===== config.mk =====
export PLATFORM = sky130hd
export DESIGN_NAME = regfile_scoreboard_flat
export DESIGN_NICKNAME = d
export VERILOG_FILES = /design/src/rtl/regfile_scoreboard_if.sv /design/src/rtl/regfile_scoreboard.sv /design/src/flat_wrapper.sv
export SDC_FILE = /design/constraint.sdc
export NUM_CORES = 2
export LEC_CHECK = 0
export ABC_CLOCK_PERIOD_IN_PS = 43700
export CORE_ASPECT_RATIO = 0.8
export CORE_MARGIN = 5
export CORE_UTILIZATION = 57
export DETAILED_ROUTE_END_ITERATION = 8
export PLACE_DENSITY = 0.77
export SLEW_MARGIN = 20
export SYNTH_ARGS = -nofsm -noshare
export SYNTH_HDL_FRONTEND = slang
export SYNTH_SLANG_ARGS = --single-unit

===== constraint.sdc =====
create_clock -name clk -period 43.7 [get_ports clk]
set_input_delay 8.74 -clock clk [delete_from_list [all_inputs] [get_ports clk]]
set_output_delay 8.74 -clock clk [all_outputs]
set_load 0.05 [all_outputs]

===== src/rtl/regfile_scoreboard_if.sv =====
// Issue/read/writeback bundle between decode-issue, writeback and the register file.
// The register file takes the slave side.
interface regfile_scoreboard_if #(
    parameter int XLEN  = 32,
    parameter int NREGS = 32,
    parameter int NREAD = 2
);
    localparam int AW = $clog2(NREGS);

    logic [NREAD*AW-1:0]   readReg;
    logic [NREAD*XLEN-1:0] readData;
    logic                  RegWrite;
    logic [AW-1:0]         writeReg;
    logic [XLEN-1:0]       writeData;
    logic                  issueValid;
    logic [AW-1:0]         issueRd;
    logic [NREAD-1:0]      issueSrcMask;
    logic                  stall;
    logic [NREGS-1:0]      busy;

    modport master (
        output readReg, RegWrite, writeReg, writeData, issueValid, issueRd, issueSrcMask,
        input  readData, stall, busy
    );

    modport slave (
        input  readReg, RegWrite, writeReg, writeData, issueValid, issueRd, issueSrcMask,
        output readData, stall, busy
    );
endinterface


===== src/rtl/regfile_scoreboard.sv =====
// Parametrised integer register file with write-to-read bypass and a per-register
// busy scoreboard that stalls issue on RAW/WAW hazards against outstanding writes.
module regfile_scoreboard #(
    parameter int XLEN     = 32,
    parameter int NREGS    = 32,
    parameter int NREAD    = 2,
    parameter int ZERO_REG = 1
) (
    input  logic                clk,
    input  logic                reset,
    regfile_scoreboard_if.slave bus
);
    localparam int AW = $clog2(NREGS);

    logic [XLEN-1:0]       regs [NREGS];
    logic [NREGS-1:0]      busy_q;
    logic [NREGS-1:0]      busy_next;
    logic [NREAD*XLEN-1:0] rdata;
    logic                  wen;
    logic                  raw;
    logic                  waw;
    logic                  stall;
    logic                  accept;
    logic [AW-1:0]         ra;

    // Null addresses (hardwired zero or beyond NREGS) read 0, drop writes, never go busy.
    function automatic logic is_null(input logic [AW-1:0] a);
        return ((ZERO_REG != 0) && (a == '0)) || (int'(a) >= NREGS);
    endfunction

    function automatic logic pending(input logic [AW-1:0] a, input logic wr_en,
                                     input logic [AW-1:0] wr_addr, input logic [NREGS-1:0] b);
        return !is_null(a) && b[a] && !(wr_en && (wr_addr == a));
    endfunction

    assign wen = bus.RegWrite && !is_null(bus.writeReg);

    always_comb begin
        rdata = '0;
        ra    = '0;
        for (int unsigned i = 0; i < NREAD; i++) begin
            ra = bus.readReg[i*AW +: AW];
            if (reset || is_null(ra))
                rdata[i*XLEN +: XLEN] = '0;
            else if (wen && (bus.writeReg == ra))
                rdata[i*XLEN +: XLEN] = bus.writeData;
            else
                rdata[i*XLEN +: XLEN] = regs[ra];
        end
    end

    always_comb begin
        raw = 1'b0;
        for (int unsigned i = 0; i < NREAD; i++) begin
            if (bus.issueSrcMask[i] && pending(bus.readReg[i*AW +: AW], wen, bus.writeReg, busy_q))
                raw = 1'b1;
        end
        waw   = pending(bus.issueRd, wen, bus.writeReg, busy_q);
        stall = bus.issueValid && (raw || waw);
    end

    assign accept = bus.issueValid && !stall;

    // Clear first, then set, so an issue and a writeback to the same register leaves it busy.
    always_comb begin
        busy_next = busy_q;
        if (wen)
            busy_next[bus.writeReg] = 1'b0;
        if (accept && !is_null(bus.issueRd))
            busy_next[bus.issueRd] = 1'b1;
    end

    always_ff @(posedge clk or posedge reset) begin
        if (reset) begin
            busy_q <= '0;
            for (int unsigned r = 0; r < NREGS; r++)
                regs[r] <= '0;
        end else begin
            busy_q <= busy_next;
            if (wen)
                regs[bus.writeReg] <= bus.writeData;
        end
    end

    assign bus.readData = rdata;
    assign bus.stall    = stall;
    assign bus.busy     = busy_q;
endmodule


===== src/flat_wrapper.sv =====
// flat-port wrapper written by rule: the top's interface ports become plain ports
module regfile_scoreboard_flat 
#(
    parameter int XLEN     = 32,
    parameter int NREGS    = 32,
    parameter int NREAD    = 2,
    parameter int ZERO_REG = 1
)
  (clk, reset, bus_readReg, bus_RegWrite, bus_writeReg, bus_writeData, bus_issueValid, bus_issueRd, bus_issueSrcMask, bus_readData, bus_stall, bus_busy);
  regfile_scoreboard_if #(.XLEN(XLEN), .NREGS(NREGS), .NREAD(NREAD)) bus_i ();
  input  logic clk;
  input  logic reset;
  input wire logic [$bits(bus_i.readReg)-1:0] bus_readReg;
  input wire logic [$bits(bus_i.RegWrite)-1:0] bus_RegWrite;
  input wire logic [$bits(bus_i.writeReg)-1:0] bus_writeReg;
  input wire logic [$bits(bus_i.writeData)-1:0] bus_writeData;
  input wire logic [$bits(bus_i.issueValid)-1:0] bus_issueValid;
  input wire logic [$bits(bus_i.issueRd)-1:0] bus_issueRd;
  input wire logic [$bits(bus_i.issueSrcMask)-1:0] bus_issueSrcMask;
  output wire logic [$bits(bus_i.readData)-1:0] bus_readData;
  output wire logic [$bits(bus_i.stall)-1:0] bus_stall;
  output wire logic [$bits(bus_i.busy)-1:0] bus_busy;
  assign bus_i.readReg = bus_readReg;
  assign bus_i.RegWrite = bus_RegWrite;
  assign bus_i.writeReg = bus_writeReg;
  assign bus_i.writeData = bus_writeData;
  assign bus_i.issueValid = bus_issueValid;
  assign bus_i.issueRd = bus_issueRd;
  assign bus_i.issueSrcMask = bus_issueSrcMask;
  assign bus_readData = bus_i.readData;
  assign bus_stall = bus_i.stall;
  assign bus_busy = bus_i.busy;
  regfile_scoreboard #(.XLEN(XLEN), .NREGS(NREGS), .NREAD(NREAD), .ZERO_REG(ZERO_REG)) u_core (.clk(clk), .reset(reset), .bus(bus_i));
endmodule

==> summary.md <==
| Metric | Value |
|---|---|
| Outcome | `complete, no violations` |
| Final hold violation count | `0` |
| Fin nets | `about 3.5k` |
| Die width | `~360 um` |
| CTS Buffer Depth | `3` |
| CP most frequent cell | `buf_4` |
| Placement Rows | `just over 100` |
| Slew headroom | `around a quarter` |
| Post CTS Setup Buffer Count | `0` |
| Worst-path fanout max | `a little under 50` |
| Routability Congestion | `between 0.8 and 0.9` |
| Share of layout cells above drive strength 1 | `between 50% and 60%` |
| Slew @ Worst Pin | `roughly 1.1 ns` |
| Gr usage total | `31.56%` |
| CTS tree | `yes` |
| Final ANT Viol Nets | `0` |
| Netlist cell types | `48` |
| Synth-to-layout area growth | `10.47%` |
| # setup viols final | `0` |
| Port Buffer Count | `between 150 and 200` |
| Vias in the first global route | `37.66k` |
| Critical Path Source | `bus_readReg[5]` |
| Primary FF master, synth | `dfrtp_1` |
| Clock tree root buffer cell | `clkbuf_16` |
| Capturing point of the worst reg2reg path | `u_core.bus.busy[16]$_DFF_PP0_` |
| Syn Inst Count | `3,560` |
| Post-Syn Area per Cell | `approximately 16 um^2` |
| Worst VDD drop | `about 0.000035 V` |
| Cts repair resizes | `0` |
| Setup_tns | `0 ns` |
| Ports | `~160` |
| Async SR Flop Fraction | `100.0%` |
| Worst Setup End Kind | `output pin` |
| Buf/Inv on CP | `5` |
| Leak pwr | `between 20 and 30 nW` |
| Htree depth | `3` |
| CP max stage delay | `approximately 0.90 ns` |
| Register area share after synthesis | `46.27%` |
| Min-Delay Path Class | `flip-flop to flip-flop` |
| Max Clk Rate | `roughly 43 MHz` |
| Clk_skew | `between 0.01 and 0.015 ns` |
| WP data arrival | `approximately 15 ns` |
| Core area | `between 90,000 and 100,000 um^2` |
| Crit path depth | `9` |
| Grt total ovfl | `0` |
| CP delay by family, top | `buffers and inverters` |
| Worst reg2reg path startpoint | `u_core.bus.busy[14]$_DFF_PP0_` |
| Clk sink count | `1,056` |
| Number of detailed-route iterations in the first pass | `6` |
| Initial antenna violation count | `1` |
| Final worst path period share | `between 50 and 60%` |
| DRC violation total after the first TritonRoute iteration | `between 4k and 5k` |
| Count of state elements after synthesis | `~1.1k` |
| Clk_lat worst skew | `~0.67 ns` |
| Drt drc | `0` |
| CP Class | `primary input to output pin` |
| Total Wirelength | `166.1 mm` |
| TritonCTS Buffers | `108` |
| CP endpoint | `bus_readData[40]` |
| Via density per instance | `7.279` |
| MaxCap Viol Count | `0` |
| Tmin final | `roughly 23 ns` |
| Hpwl dp | `89.46 mm` |
| Die height | `293.1 um` |
| First-pass GRT wire length | `250.5 mm` |
| Synthesized area | `between 50,000 and 60,000 um^2` |
| Ys Warns | `0` |
| R2R depth | `6` |
| EDFF count, synth | `0` |
| Syn_nets | `about 3.6k` |
| Unrepaired setup endpoints after global routing | `false` |
| DR WL/cell | `approximately 34 um` |
| Slowest CP cell | `buf_4` |
| Hold-fix buffers, CTS | `0` |
| Final max-slew violation count | `0` |
| Largest net degree at the start of global routing | `183` |
| WP data required | `about 35 ns` |
| Fin util | `between 60% and 70%` |
| Initial Utilization | `between 50 and 60%` |
| DR vias | `between 30k and 40k` |
| Crit start category | `primary input` |
| Clock Pin Slew Worst Setup and Hold Paths | `0.06 ns` |
| CP Cell Sequence | `buf_8 > buf_4 > buf_4 > buf_4 > mux4_2 > mux4_2 > mux2i_1 > a211oi_1 > clkdlybuf4s50_1` |
| Reg2reg setup slack | `just over 40 ns` |
| Power per cell area | `around 48 nW/um^2` |
| Die area | `between 100,000 and 150,000 um^2` |
-- cells in the final DEF (no fill, tap or decap), types with 4 or more instances in the layout --
cell type / synthesis / final
a211oi_1: 64 / 64
a31o_1: 10 / 10
a31o_2: 9 / 9
a31oi_1: 5 / 5
a32o_1: 12 / 12
and2_1: 10 / 10
buf_2: 91 / 14
buf_4: 1 / 74
buf_6: 8 / 5
buf_8: 0 / 4
bufinv_16: 0 / 16
clkbuf_1: 268 / 22
clkbuf_16: 0 / 109
clkbuf_8: 0 / 21
clkdlybuf4s50_1: 0 / 130
clkinv_2: 0 / 22
clkinvlp_4: 0 / 5
dfrtp_1: 1056 / 1056
inv_1: 9 / 8
mux2_2: 998 / 998
mux2i_1: 71 / 71
mux4_1: 4 / 4
mux4_2: 654 / 654
nand2_1: 22 / 7
nand2_2: 0 / 15
nand3_1: 9 / 9
nand3b_1: 8 / 8
nor2_1: 116 / 104
nor2_4: 0 / 12
nor2b_1: 16 / 16
nor3_1: 4 / 4
nor3b_1: 4 / 4
xnor2_1: 11 / 11
xor2_1: 4 / 4
-- cell usage after synthesis (all sizes together) (10+ instances only) --
cell type  count  area (um^2)
clkbuf       268         1006
mux4         658        14830
a32o          12        120.1
and2          10        62.56
dfrtp       1056        26430
a211oi        64        480.5
nor2b         16        100.1
mux2i         71        710.7
nor2         116        435.4
nand2         22        82.58
xnor2         11        96.34
mux2         998        11240
a31o          19        166.4
buf          157        767.0
-- report_power, final --
part | switching, mW | internal, mW
clock | 0.400 | 0.589
combinational | 0.296 | 0.405
sequential | 0.151 | 1.17
total | 0.847 | 2.16
-- metrics by stage --
step	worst slack (ns)	instances	instance area, um^2	power (mW)	hold slack, ns
after global routing	20.01	4879	63080	3.114	0.4080
after global placement	20.33	4677	59290	1.974	0.3763
after floorplan	8.413	3560	57110	1.827	0.4413
after CTS	20.32	4876	63080	3.009	0.3969
after detailed placement	20.33	4677	59290	2.022	0.3833
final	20.46	4879	63080	3.005	0.3955
-- registers in the layout, summed over array words and instances, names as in the netlist --
| name | cells |
|---|---|
| u_core.bus.busy | 32 |
| u_core.regs | 1024 |
-- cell type report --
type	instances	area [um^2]
well taps	1312	1642
clock buffers	152	3099
diodes	1	2.502
inverters	9	37.54
flip-flops and latches	1056	26430
repair buffers	232	2158
multi-input cells	2070	29030
clock inverters	47	690.7
fillers	6733	36020
-- logic make-up (layout without fill, tap and decap cells) --
| group | count (synthesis) | in the layout | share of synthesized area (%) |
|---|---|---|---|
| compound gates | 120 | 120 | 1.740 |
| simple gates | 208 | 208 | 1.692 |
| other cells | 0 | 1 | 0 |
| buf+inv | 434 | 440 | 3.164 |
| flops | 1056 | 1056 | 46.27 |
| mux | 1727 | 1727 | 46.90 |
| xor+xnor | 15 | 15 | 0.2300 |
-- how the worst min path moves through the flow --
stage	from	end	slack [ns]	depth (start not counted)
floorplan	u_core.regs[1000]$_DFFE_PP0P_	u_core.regs[1000]$_DFFE_PP0P_	0.44	1
global placement	u_core.regs[996]$_DFFE_PP0P_	u_core.regs[996]$_DFFE_PP0P_	0.38	0
detailed placement	u_core.regs[1013]$_DFFE_PP0P_	u_core.regs[1013]$_DFFE_PP0P_	0.38	0
CTS	u_core.regs[998]$_DFFE_PP0P_	u_core.regs[998]$_DFFE_PP0P_	0.40	0
global route	u_core.regs[1018]$_DFFE_PP0P_	u_core.regs[1018]$_DFFE_PP0P_	0.41	0
finish	u_core.regs[1020]$_DFFE_PP0P_	u_core.regs[1020]$_DFFE_PP0P_	0.40	0
-- layer usage --
metal,share of wire (%),GRT usage (%),vias up
li1,-,-,13780
met3,8.8,7.233,510
met1,38,42.06,19260
met2,48,50.71,1958
met4,5.1,13.54,0
met5,0,0,-
Note: power is estimated with default switching activity, not from simulation.
